### config.mk
export PLATFORM = sky130hd
export DESIGN_NAME = regfile_write_arbiter
export DESIGN_NICKNAME = d
export VERILOG_FILES = /design/src/rtl/regfile_write_arbiter.sv
export SDC_FILE = /design/constraint.sdc
export NUM_CORES = 1
export LEC_CHECK = 0
export BUFFER_PORTS_ARGS = -buffer_cell sky130_fd_sc_hd__buf_2
export CORE_ASPECT_RATIO = 1.25
export CORE_MARGIN = 5
export CORE_UTILIZATION = 61
export DETAILED_ROUTE_END_ITERATION = 10
export GPL_ROUTABILITY_DRIVEN = 0
export MAX_ROUTING_LAYER = met4
export PLACE_DENSITY = 0.85
export SYNTH_ARGS = -nofsm -noshare
export SYNTH_HDL_FRONTEND = slang
export SYNTH_SLANG_ARGS = --single-unit
### constraint.sdc
create_clock -name clk -period 7.9 [get_ports clk]
set_input_delay 0.79 -clock clk [delete_from_list [all_inputs] [get_ports clk]]
set_output_delay 0.79 -clock clk [all_outputs]
set_load 0.1 [all_outputs]
### src/rtl/regfile_write_arbiter.sv
// Two-requester write arbiter for a RegisterFile write port: per-requester FIFOs,
// round-robin single-pop per cycle, registered write drive and read-hazard snoop.
module regfile_write_arbiter #(
  parameter int FIFO_DEPTH = 2
) (
  input  logic        clk,
  input  logic        reset,
  input  logic        req0_valid,
  output logic        req0_ready,
  input  logic [4:0]  req0_addr,
  input  logic [31:0] req0_data,
  input  logic        req1_valid,
  output logic        req1_ready,
  input  logic [4:0]  req1_addr,
  input  logic [31:0] req1_data,
  output logic        RegWrite,
  output logic [4:0]  Write_register,
  output logic [31:0] Write_data,
  input  logic [4:0]  Read_register1,
  input  logic [4:0]  Read_register2,
  output logic        Read_pending1,
  output logic        Read_pending2
);

  localparam int ADDR_W = 5;
  localparam int DATA_W = 32;
  localparam int PTR_W  = $clog2(FIFO_DEPTH);
  localparam int CNT_W  = $clog2(FIFO_DEPTH + 1);

  logic [ADDR_W-1:0] q_addr [2][FIFO_DEPTH];
  logic [DATA_W-1:0] q_data [2][FIFO_DEPTH];
  logic [PTR_W-1:0]  wr_ptr [2];
  logic [PTR_W-1:0]  rd_ptr [2];
  logic [CNT_W-1:0]  count  [2];

  logic [ADDR_W-1:0] in_addr_p0 [2];
  logic [DATA_W-1:0] in_data_p0 [2];
  logic [1:0]        vld_p0;
  logic [1:0]        ready_p0;
  logic [1:0]        push_p0;
  logic [1:0]        nonempty_p0;
  logic [1:0]        gnt_p0;
  logic              last_gnt;
  logic              sel_p0;
  logic [ADDR_W-1:0] head_addr_p0;
  logic [DATA_W-1:0] head_data_p0;

  logic [PTR_W-1:0]  offs;
  logic              hit1;
  logic              hit2;

  assign vld_p0        = {req1_valid, req0_valid};
  assign in_addr_p0[0] = req0_addr;
  assign in_addr_p0[1] = req1_addr;
  assign in_data_p0[0] = req0_data;
  assign in_data_p0[1] = req1_data;

  // Ready comes purely from registered occupancy, so a full queue stalls one
  // cycle even if its head is popped on the same edge.
  always_comb begin
    ready_p0    = '0;
    nonempty_p0 = '0;
    for (int r = 0; r < 2; r++) begin
      ready_p0[r]    = (count[r] != CNT_W'(FIFO_DEPTH));
      nonempty_p0[r] = (count[r] != '0);
    end
  end

  assign push_p0    = vld_p0 & ready_p0;
  assign req0_ready = ready_p0[0];
  assign req1_ready = ready_p0[1];

  // Round-robin: on contention, the requester not served last wins.
  assign gnt_p0[0] = nonempty_p0[0] & (~nonempty_p0[1] | last_gnt);
  assign gnt_p0[1] = nonempty_p0[1] & (~nonempty_p0[0] | ~last_gnt);
  assign sel_p0    = gnt_p0[1];

  assign head_addr_p0 = q_addr[sel_p0][rd_ptr[sel_p0]];
  assign head_data_p0 = q_data[sel_p0][rd_ptr[sel_p0]];

  // ---- stage p0: queue storage and bookkeeping ----
  always_ff @(posedge clk) begin
    for (int r = 0; r < 2; r++) begin
      if (push_p0[r]) begin
        q_addr[r][wr_ptr[r]] <= in_addr_p0[r];
        q_data[r][wr_ptr[r]] <= in_data_p0[r];
      end
    end
  end

  always_ff @(posedge clk or posedge reset) begin
    if (reset) begin
      for (int r = 0; r < 2; r++) begin
        wr_ptr[r] <= '0;
        rd_ptr[r] <= '0;
        count[r]  <= '0;
      end
      last_gnt <= 1'b1;
    end else begin
      for (int r = 0; r < 2; r++) begin
        if (push_p0[r]) wr_ptr[r] <= wr_ptr[r] + PTR_W'(1);
        if (gnt_p0[r])  rd_ptr[r] <= rd_ptr[r] + PTR_W'(1);
        case ({push_p0[r], gnt_p0[r]})
          2'b10:   count[r] <= count[r] + CNT_W'(1);
          2'b01:   count[r] <= count[r] - CNT_W'(1);
          default: count[r] <= count[r];
        endcase
      end
      if (|gnt_p0) last_gnt <= sel_p0;
    end
  end

  // ---- stage p1: registered RegisterFile write drive ----
  always_ff @(posedge clk or posedge reset) begin
    if (reset) begin
      RegWrite       <= 1'b0;
      Write_register <= '0;
      Write_data     <= '0;
    end else if (|gnt_p0) begin
      RegWrite       <= (head_addr_p0 != '0);
      Write_register <= head_addr_p0;
      Write_data     <= head_data_p0;
    end else begin
      RegWrite       <= 1'b0;
    end
  end

  // Snoop every occupied queue slot plus the write currently on the port.
  always_comb begin
    hit1 = 1'b0;
    hit2 = 1'b0;
    offs = '0;
    for (int r = 0; r < 2; r++) begin
      for (int i = 0; i < FIFO_DEPTH; i++) begin
        offs = PTR_W'(i) - rd_ptr[r];
        if (CNT_W'(offs) < count[r]) begin
          if (q_addr[r][i] == Read_register1) hit1 = 1'b1;
          if (q_addr[r][i] == Read_register2) hit2 = 1'b1;
        end
      end
    end
    if (RegWrite && (Write_register == Read_register1)) hit1 = 1'b1;
    if (RegWrite && (Write_register == Read_register2)) hit2 = 1'b1;
    Read_pending1 = hit1 && (Read_register1 != '0);
    Read_pending2 = hit2 && (Read_register2 != '0);
  end

endmodule

==> reports/metrics.csv, run 1 <==
stage,metric,value,unit
route,remaining routing DRC violations,0,
setup_path,"Req. time, crit path",7110,ps
place,half-perimeter wire length after placement,11100,µm
cells_and_area,Storage cell area,0.00562,mm²
floorplan,die span in x,113,µm
clock_tree,number of buffers inserted for hold repair after clock tree synthesis,0,
grt,vias in the first global route,5297,
timing,FMAX,286,MHz
place,number of port buffers,129,
clock_tree,postcts setup bufs,0,
place,placed standard-cell area,0.00889,mm²
grt,layer carrying the most global-route usage,met2,
floorplan,height of the die,139,µm
clock_tree,total number of clock tree sinks,195,
hold_path,worst hold path class,reg2reg,
cells_and_area,most frequent standard cell in the layout excluding fill and tap cells,sky130_fd_sc_hd__edfxtp_1,
clock_tree,Resized cells post-CTS,0,
route,Vias/cell,5.70,
clock_tree,register clock-pin slew on the reported worst setup and hold paths,70,ps
grt,aggregate global-route resource usage,23.5,%
timing,post-route minimum period,3490,ps
grt,number of antenna violations at the first check in global routing,1,
grt,met1 global-route usage,25.9,%
logic_synthesis,netlist area before placement,0.00814,mm²
setup_path,kind of start point of the critical path,register,
setup_path,kind of cell with the highest combined delay on the critical path,flip-flops,
floorplan,initial standard-cell utilization of the core,61.8,%
clock_tree,Root Buffer,sky130_fd_sc_hd__clkbuf_16,
clock_tree,CTS tree,yes,
setup_path,standard cell with the maximum stage delay on the critical path,sky130_fd_sc_hd__dfrtp_2,
logic_synthesis,register bit count reported by yosys,195,
floorplan,standard-cell rows,47,
route,number of nets with antenna violations after detailed routing,0,
logic_synthesis,number of flops mapped to enable cells by yosys,148,
logic_synthesis,sequential share of the synthesized area,69.0,%
timing,worst relative slew slack,22.7,%
route,total number of vias,4988,
grt,met2 Resource Use GR,42.2,%
route,routed wirelength normalized by instance count,19.6,µm
setup_path,Critical Path Max Stage Delay,1030,ps
floorplan,Top Ports,130,
floorplan,die footprint,0.0158,mm²
grt,total congestion overflow after global routing,0,
timing,final count of negative-setup-slack endpoints,0,
grt,pin count of the biggest net entering global routing,66,
timing,number of pins exceeding their max-slew limit in the final report,0,
logic_synthesis,Ys Warns,0,
cells_and_area,"commonest non-fill, non-tap cells in the layout","sky130_fd_sc_hd__edfxtp_1 (148), sky130_fd_sc_hd__buf_2 (129), sky130_fd_sc_hd__nand2_1 (73)",
logic_synthesis,share of flip-flops with an asynchronous set or reset,24.1,%
clock_tree,number of buffers added by the clock tree synthesis step,17,
logic_synthesis,cell count after synthesis,572,
floorplan,core footprint,0.0132,mm²
grt,first-pass GRT wire length,27300,µm
flow_run,Max Cap Viol,0,
clock_tree,clock latency at the later pin of the worst-skew pair,430,ps
cells_and_area,post-route cell area,0.00948,mm²
setup_path,crit path kind,reg2out,
timing,Post-Route Setup TNS,0,ps
timing,Final Hold Violating Endpoints,0,
cells_and_area,area added between synthesis and finish,16.4,%
route,count of routing violations after the opening detailed-route iteration,258,
clock_tree,clock buffer depth,2,
logic_synthesis,average cell area after synthesis,14.2,µm²
grt,met3 Track Usage GR,4.76,%
cells_and_area,layout net count,780,
cells_and_area,multi-input logic area,0.00235,mm²
route,number of optimization iterations in the first detailed-route pass,5,
setup_path,crit end category,output pin,
setup_path,Worst Path Max Fanout,40,
logic_synthesis,Most used DFF post-synth,sky130_fd_sc_hd__edfxtp_1,
setup_path,Worst Path Buf+Inv,1,
logic_synthesis,Synth cell types,39,
timing,measured slew at the worst slew-check pin,1160,ps
timing,unrepaired setup endpoints after global routing,false,
logic_synthesis,net count after synthesis,662,
setup_path,critical path arrival,2700,ps
cells_and_area,number of filler cells placed in the layout,874,
timing,final setup skew,8.14,ps
route,WL final,17200,µm
setup_path,list of cells traversed by the critical path,nor2b_1 -> o2111ai_1 -> nor3_1 -> nor4_1 -> a21oi_1 -> buf_2,
clock_tree,maximum level of the CTS H-tree,4,
cells_and_area,fraction of layout cells with a size suffix above 1,31.2,%
status,outcome,completed,
timing,final worst-path cycle share,44.2,%
## cells in the mapped netlist, types with 2 or more instances
library cell / n / area share [%]
sky130_fd_sc_hd__clkbuf_1: 9 / 0.41
sky130_fd_sc_hd__nor4_1: 6 / 0.46
sky130_fd_sc_hd__nor2_1: 8 / 0.37
sky130_fd_sc_hd__mux2_2: 37 / 5.1
sky130_fd_sc_hd__buf_2: 24 / 1.5
sky130_fd_sc_hd__buf_6: 2 / 0.28
sky130_fd_sc_hd__a21oi_1: 4 / 0.25
sky130_fd_sc_hd__and3_1: 2 / 0.15
sky130_fd_sc_hd__a21o_1: 2 / 0.18
sky130_fd_sc_hd__nor2b_1: 2 / 0.15
sky130_fd_sc_hd__ha_1: 2 / 0.31
sky130_fd_sc_hd__o21ai_0: 7 / 0.43
sky130_fd_sc_hd__or4_1: 2 / 0.18
sky130_fd_sc_hd__nor3_1: 5 / 0.31
sky130_fd_sc_hd__mux2i_1: 37 / 4.5
sky130_fd_sc_hd__nand2_1: 73 / 3.4
sky130_fd_sc_hd__nand3_1: 5 / 0.31
sky130_fd_sc_hd__o21ai_1: 67 / 4.1
sky130_fd_sc_hd__dfrtp_1: 46 / 14
sky130_fd_sc_hd__nand2b_1: 3 / 0.23
sky130_fd_sc_hd__xor2_1: 29 / 3.1
sky130_fd_sc_hd__edfxtp_1: 148 / 55
sky130_fd_sc_hd__nand4_1: 3 / 0.23
sky130_fd_sc_hd__o2111ai_1: 2 / 0.22
sky130_fd_sc_hd__xnor2_1: 31 / 3.3
sky130_fd_sc_hd__o21ai_2: 2 / 0.22
sky130_fd_sc_hd__inv_1: 2 / 0.092
## kinds of logic (layout without fill, tap and decap cells)
| logic type | after synthesis | after routing | synth area share [%] |
|---|---|---|---|
| AND/OR/NAND/NOR | 113 | 113 | 6.13 |
| multiplexers | 74 | 74 | 9.66 |
| buffers and inverters | 39 | 170 | 2.37 |
| flip-flops | 195 | 195 | 69.0 |
| XOR/XNOR | 60 | 60 | 6.45 |
| other | 0 | 1 | 0 |
| AO/OA/AOI/OAI | 89 | 89 | 6.05 |
| adder cells (fa/ha/maj) | 2 | 2 | 0.307 |
## registers in the layout (all words and copies together), names as in the netlist
register        flops
q_addr             20
last_gnt            1
wr_ptr              2
Write_register      5
rd_ptr              2
Write_data         32
q_data            128
count               4
RegWrite            1
## path summary, 6_finish.rpt
path / cells after the start / slack (ps) / endpoint / startpoint
min reg2reg: 2 / 480 / Write_data[2]$_DFFE_PP0P_ / Write_data[2]$_DFFE_PP0P_
max: 6 / 4410 / Read_pending1 / rd_ptr[0]$_DFFE_PP0P_
min in group asynchronous: 3 / 540 / Write_data[6]$_DFFE_PP0P_ / reset
max in group asynchronous: 3 / 6840 / rd_ptr[1]$_DFFE_PP0P_ / reset
min: 2 / 480 / Write_data[2]$_DFFE_PP0P_ / Write_data[2]$_DFFE_PP0P_
max reg2reg: 4 / 5290 / Write_register[0]$_DFFE_PP0P_ / count[2]$_DFFE_PP0P_
## cell type report
| class | count | area share [%] |
|---|---|---|
| well taps | 171 | 2.26 |
| clock buffers | 18 | 4.53 |
| clock inverters | 14 | 1.58 |
| diodes | 1 | 0.0264 |
| inverters | 3 | 0.119 |
| flip-flops and latches | 195 | 59.3 |
| repair buffers | 135 | 7.29 |
| multi-input cells | 338 | 24.8 |
## per-stage QoR
stage,util (%),setup slack [ps],instances,hold WS (ps)
2_1_floorplan,-,4140,572,461
3_3_place_gp,67.5,4940,842,464
3_5_place_dp,67.5,4860,842,471
4_1_cts,71.9,4390,874,487
5_1_grt,71.9,4270,875,511
6_report,71.9,4410,875,484
## worst register-to-register path, stage by stage (launching register included)
cell                      delay [ps]
sky130_fd_sc_hd__dfrtp_1         460
sky130_fd_sc_hd__or2_1           330
sky130_fd_sc_hd__nor3_4          890
sky130_fd_sc_hd__buf_4           570
sky130_fd_sc_hd__o21ai_0         210
## routing by layer
layer	part of all wire, %	vias to the layer above	routed length [µm]
met5	0	-	0
met4	1.8	0	312
met3	5.7	27	983
li1	-	2315	-
met1	37	2465	6440
met2	55	181	9440
Power of run 1 is not shown: default switching activity piles up to over one toggle a cycle in this logic, so the estimate is an artifact.
==> run 2: changes to the inputs <==
ABC_AREA = 1   (was unset)
CORE_UTILIZATION = 57   (was 61)
PLACE_DENSITY = 0.8   (was 0.85)
clock period = 3.3 ns   (was 7.9 ns; I/O delays follow)
==> reports/metrics.csv, run 2 <==
stage,metric,value,unit
cells_and_area,Storage cell area,0.00562,mm²
floorplan,core footprint,0.0143,mm²
logic_synthesis,largest area contributor in the synthesized netlist,sky130_fd_sc_hd__edfxtp_1,
timing,unrepaired setup endpoints after global routing,false,
logic_synthesis,Ys Warns,0,
setup_path,"Req. time, crit path",2970,ps
logic_synthesis,sequential share of the synthesized area,68.0,%
logic_synthesis,number of flops mapped to enable cells by yosys,148,
setup_path,Critical Path Max Stage Delay,450,ps
setup_path,Worst R2R Setup Slack,1230,ps
grt,number of antenna violations at the first check in global routing,0,
cells_and_area,layout net count,962,
setup_path,standard cell with the maximum stage delay on the critical path,sky130_fd_sc_hd__edfxtp_1,
grt,vias in the first global route,6104,
route,count of routing violations after the opening detailed-route iteration,510,
timing,FMAX,407,MHz
setup_path,critical path arrival,2130,ps
timing,measured slew at the worst slew-check pin,1130,ps
clock_tree,register clock-pin slew on the reported worst setup and hold paths,70,ps
hold_path,worst hold path class,in2reg,
logic_synthesis,average cell area after synthesis,11.0,µm²
timing,final worst-path cycle share,74.5,%
clock_tree,maximum level of the CTS H-tree,4,
logic_synthesis,share of flip-flops with an asynchronous set or reset,24.1,%
logic_synthesis,cell count after synthesis,752,
floorplan,height of the die,145,µm
grt,aggregate global-route resource usage,23.8,%
flow_run,Max Cap Viol,0,
clock_tree,postcts setup bufs,0,
logic_synthesis,register bit count reported by yosys,195,
logic_synthesis,net count after synthesis,842,
grt,total congestion overflow after global routing,0,
timing,Final Hold Violating Endpoints,0,
clock_tree,Resized cells post-CTS,0,
route,number of nets with antenna violations after detailed routing,0,
floorplan,die span in x,118,µm
route,number of optimization iterations in the first detailed-route pass,5,
logic_synthesis,proportion of netlist area held by the largest area contributor,53.7,%
cells_and_area,"commonest non-fill, non-tap cells in the layout","sky130_fd_sc_hd__nand2_1 (255), sky130_fd_sc_hd__edfxtp_1 (148), sky130_fd_sc_hd__buf_2 (129)",
logic_synthesis,Most used DFF post-synth,sky130_fd_sc_hd__edfxtp_1,
route,WL final,19200,µm
clock_tree,number of buffers inserted for hold repair after clock tree synthesis,0,
setup_path,kind of cell with the highest combined delay on the critical path,simple AND/OR/NAND/NOR gates,
cells_and_area,max FFs per register,128,
clock_tree,clock latency at the later pin of the worst-skew pair,430,ps
clock_tree,Root Buffer,sky130_fd_sc_hd__clkbuf_16,
logic_synthesis,ranking of synthesized cells by area,"sky130_fd_sc_hd__edfxtp_1 (54%), sky130_fd_sc_hd__dfrtp_1 (14%), sky130_fd_sc_hd__nand2_1 (12%), sky130_fd_sc_hd__nand3_1 (5.9%), sky130_fd_sc_hd__xor2_1 (2.3%)",
cells_and_area,antenna diode count,0,
cells_and_area,number of filler cells placed in the layout,1079,
grt,first-pass GRT wire length,30200,µm
grt,pin count of the biggest net entering global routing,79,
setup_path,Worst Path Max Fanout,4,
logic_synthesis,netlist area before placement,0.00827,mm²
logic_synthesis,most used standard cells in the synthesized netlist,"sky130_fd_sc_hd__nand2_1 (255), sky130_fd_sc_hd__edfxtp_1 (148), sky130_fd_sc_hd__nand3_1 (98)",
clock_tree,total number of clock tree sinks,195,
floorplan,Top Ports,130,
route,remaining routing DRC violations,0,
timing,number of pins exceeding their max-slew limit in the final report,0,
clock_tree,clock buffer depth,2,
setup_path,CP most frequent cell,sky130_fd_sc_hd__nor2_1,
floorplan,initial standard-cell utilization of the core,57.6,%
setup_path,Worst Path Buf+Inv,1,
timing,final count of negative-setup-slack endpoints,0,
cells_and_area,area added between synthesis and finish,16.4,%
route,routed wirelength normalized by instance count,18.0,µm
floorplan,die footprint,0.0170,mm²
route,Vias/cell,5.61,
cells_and_area,"Core Util, Final",67.1,%
setup_path,kind of start point of the critical path,register,
setup_path,crit path kind,reg2out,
clock_tree,number of buffers added by the clock tree synthesis step,17,
timing,final setup skew,9.62,ps
cells_and_area,fraction of layout cells with a size suffix above 1,21.2,%
cells_and_area,most frequent standard cell in the layout excluding fill and tap cells,sky130_fd_sc_hd__nand2_1,
timing,worst relative slew slack,24.7,%
route,total number of vias,5967,
status,outcome,completed,
floorplan,standard-cell rows,49,
cells_and_area,multi-input logic area,0.00236,mm²
place,number of port buffers,129,
place,half-perimeter wire length after placement,12200,µm
setup_path,crit end category,output pin,
setup_path,list of cells traversed by the critical path,or2_2 -> a21oi_1 -> nand4_1 -> nand2_1 -> nor2_1 -> nor2_1 -> buf_2,
clock_tree,CTS tree,yes,
logic_synthesis,dominant cell by count in the synthesized netlist,sky130_fd_sc_hd__nand2_1,
logic_synthesis,Synth cell types,31,
timing,post-route minimum period,2460,ps
[run 2: changes by cell type after synthesis, moves of 7 or more]
| cell | change |
|---|---|
| sky130_fd_sc_hd__a21oi_1 | +9 |
| sky130_fd_sc_hd__nand3_1 | +93 |
| sky130_fd_sc_hd__xnor2_1 | -16 |
| sky130_fd_sc_hd__buf_2 | -14 |
| sky130_fd_sc_hd__mux2i_1 | -37 |
| sky130_fd_sc_hd__nand4_1 | +9 |
| sky130_fd_sc_hd__o21ai_1 | -61 |
| sky130_fd_sc_hd__mux2_2 | -37 |
| sky130_fd_sc_hd__nand2_1 | +182 |
| sky130_fd_sc_hd__xor2_1 | -7 |
| sky130_fd_sc_hd__nor2_1 | +27 |
| sky130_fd_sc_hd__inv_1 | +22 |
[run 2: cell type report]
cell class | count | area share (%)
sequential | 195 | 58.4
multi-input combinational | 491 | 24.5
timing repair buffer | 137 | 7.59
clock buffer | 26 | 5.65
tap | 178 | 2.31
inverter | 30 | 1.17
clock inverter | 6 | 0.390
[run 2: routing by layer]
layer  vias to the layer above  global-route usage, %  part of all wire, %  wire, µm
met5                         -                      -                    0         0
met4                         0                   12.3                  3.2       617
met3                        52                   6.10                  8.3      1590
met2                       277                   38.6                   50      9580
met1                      2854                   27.6                   38      7370
li1                       2784                      -                    -         -
[run 2: path summary, 6_finish.rpt]
kind                                      startpoint                         end  cells past startpoint
max                           q_addr[0][9]$_DFFE_PP_               Read_pending1                      7
min                                    req0_data[20]     q_data[0][20]$_DFFE_PP_                      1
max reg2reg                     count[2]$_DFFE_PP0P_          RegWrite$_DFF_PP0_                     11
min reg2reg                Write_data[3]$_DFFE_PP0P_   Write_data[3]$_DFFE_PP0P_                      2
max in group asynchronous                      reset   Write_data[3]$_DFFE_PP0P_                      2
min in group asynchronous                      reset  Write_data[27]$_DFFE_PP0P_                      2
[run 2: cell families (layout without fill, tap and decap cells)]
logic type	Yosys count	after routing	share of synthesized area, %
flip-flops	195	195	68.0
AND/OR/NAND/NOR	415	415	21.4
AO/OA/AOI/OAI	37	37	2.41
adder cells (fa/ha/maj)	2	2	0.303
XOR/XNOR	37	37	3.92
buffers and inverters	66	199	3.96
[run 2: per-stage QoR]
step,hold slack [ps],setup TNS [ps],setup WS [ps],instance area [µm²],cells
after floorplan,429,-11720,-173,8280,752
after global placement,459,0,1310,9040,1031
after detailed placement,460,0,1260,9040,1031
after CTS,67.3,0,838,9630,1063
after global routing,63.7,0,718,9630,1063
final,80.0,0,843,9630,1063
Power of run 2 is left out for the same reason.
==> run 3: changes to the inputs <==
clock period = 2.5 ns   (was 3.3 ns; I/O delays follow)
==> reports/metrics.csv, run 3 (same netlist as run 2, synthesis figures left out) <==
stage,metric,value,unit
clock_tree,Resized cells post-CTS,0,
clock_tree,number of buffers added by the clock tree synthesis step,17,
floorplan,Top Ports,130,
flow_run,Max Cap Viol,0,
cells_and_area,number of filler cells placed in the layout,1085,
route,remaining routing DRC violations,0,
floorplan,height of the die,145,µm
clock_tree,CTS tree,yes,
setup_path,"Req. time, crit path",2250,ps
grt,total congestion overflow after global routing,0,
place,number of port buffers,129,
floorplan,initial standard-cell utilization of the core,57.6,%
grt,vias in the first global route,5967,
place,instance count after placement with tap cells included,1040,
cells_and_area,post-layout instance count excluding filler cells,1077,
clock_tree,maximum level of the CTS H-tree,4,
setup_path,kind of start point of the critical path,register,
clock_tree,total number of clock tree sinks,195,
route,Vias/cell,5.54,
clock_tree,postcts setup bufs,0,
hold_path,Hold Startpoint,req0_addr[4],
setup_path,standard cell with the maximum stage delay on the critical path,sky130_fd_sc_hd__edfxtp_1,
setup_path,Worst Path Max Fanout,4,
timing,worst relative slew slack,47.2,%
timing,number of pins exceeding their max-slew limit in the final report,0,
grt,pin count of the biggest net entering global routing,54,
setup_path,logic depth of the worst register-to-register path,10,
cells_and_area,layout net count,974,
cells_and_area,fraction of layout cells with a size suffix above 1,22.9,%
timing,measured slew at the worst slew-check pin,790,ps
route,count of routing violations after the opening detailed-route iteration,372,
clock_tree,register clock-pin slew on the reported worst setup and hold paths,70,ps
setup_path,Critical Path Max Stage Delay,450,ps
status,outcome,completed,
clock_tree,clock latency at the later pin of the worst-skew pair,420,ps
setup_path,Worst R2R Setup Slack,540,ps
cells_and_area,"commonest non-fill, non-tap cells in the layout","sky130_fd_sc_hd__nand2_1 (253), sky130_fd_sc_hd__edfxtp_1 (148), sky130_fd_sc_hd__buf_2 (129)",
timing,Post-Route Setup TNS,0,ps
timing,final count of negative-setup-slack endpoints,0,
floorplan,core footprint,0.0143,mm²
hold_path,Hold Path Stages,1,
timing,final worst-path cycle share,93.6,%
route,number of nets with antenna violations after detailed routing,0,
clock_tree,Root Buffer,sky130_fd_sc_hd__clkbuf_16,
timing,FMAX,427,MHz
floorplan,die span in x,118,µm
timing,unrepaired setup endpoints after global routing,false,
floorplan,standard-cell rows,49,
setup_path,capturing point of the worst reg2reg path,Write_data[0]$_DFFE_PP0P_,
cells_and_area,most frequent standard cell in the layout excluding fill and tap cells,sky130_fd_sc_hd__nand2_1,
setup_path,kind of cell with the highest combined delay on the critical path,simple AND/OR/NAND/NOR gates,
setup_path,critical path arrival,2090,ps
grt,first-pass GRT wire length,29200,µm
timing,post-route minimum period,2340,ps
route,routed wirelength normalized by instance count,17.4,µm
setup_path,launch point of the worst reg-to-reg path,count[2]$_DFFE_PP0P_,
place,half-perimeter wire length after placement,12300,µm
setup_path,Worst Path Buf+Inv,1,
setup_path,crit path kind,reg2out,
grt,aggregate global-route resource usage,22.8,%
floorplan,die footprint,0.0170,mm²
route,number of optimization iterations in the first detailed-route pass,5,
cells_and_area,max FFs per register,128,
route,total number of vias,5963,
clock_tree,clock buffer depth,2,
setup_path,crit end category,output pin,
cells_and_area,area added between synthesis and finish,18.2,%
hold_path,worst hold path class,in2reg,
grt,number of antenna violations at the first check in global routing,2,
setup_path,list of cells traversed by the critical path,or2_2 -> a21oi_1 -> nand4_1 -> nand2_1 -> nor2_1 -> nor2_2 -> buf_2,
timing,final setup skew,11.2,ps
hold_path,endpoint with the worst hold slack,q_addr[0][4]$_DFFE_PP_,
route,WL final,18700,µm
timing,Final Hold Violating Endpoints,0,
==> run 3: how the worst max path moves through the flow <==
stage | slack, ps | cells past startpoint | to | startpoint
after floorplan | 20 | 6 | Read_pending2 | RegWrite$_DFF_PP0_
after CTS | 160 | 7 | Read_pending1 | q_addr[0][9]$_DFFE_PP_
after global routing | 30 | 7 | Read_pending1 | count[0]$_DFFE_PP0P_
after global placement | 620 | 7 | Read_pending1 | q_addr[0][9]$_DFFE_PP_
final | 160 | 7 | Read_pending1 | q_addr[0][9]$_DFFE_PP_
after detailed placement | 540 | 10 | Write_data[0]$_DFFE_PP0P_ | count[2]$_DFFE_PP0P_
==> run 3: through the flow <==
step | util, % | cell area, µm² | hold WS (ps) | setup WS [ps]
3_5_place_dp | 63.6 | 9120 | 441 | 543
2_1_floorplan | - | 8310 | 349 | 17.5
6_report | 68.1 | 9770 | 17.2 | 160
5_1_grt | 68.1 | 9770 | 1.38 | 29.1
3_3_place_gp | 63.6 | 9120 | 438 | 616
4_1_cts | 68.0 | 9760 | 0.327 | 160
==> run 3: repair_timing <==
item,CTS,global route
hold endpoints to repair,4,2
hold buffers,2,1
endpoints found under the setup margin,0,0
==> run 3: routing by layer <==
metal / wire length, µm / GRT usage [%] / vias to the layer above
met3: 1280 / 3.97 / 37
met1: 7000 / 25.5 / 2843
met4: 421 / 9.84 / 0
met2: 10000 / 40.6 / 274
li1: - / - / 2809
met5: 0 / - / -
==> run 3: final cells by class <==
cell class / count / area (µm²) / share of cell area [%]
multi-input cells: 491 / 2370 / 24.2
repair buffers: 149 / 828 / 8.48
well taps: 178 / 223 / 2.28
clock inverters: 13 / 173 / 1.77
clock buffers: 19 / 443 / 4.53
inverters: 30 / 113 / 1.15
diodes: 2 / 5.00 / 0.0512
flip-flops and latches: 195 / 5620 / 57.5
Power of run 3 is left out for the same reason.
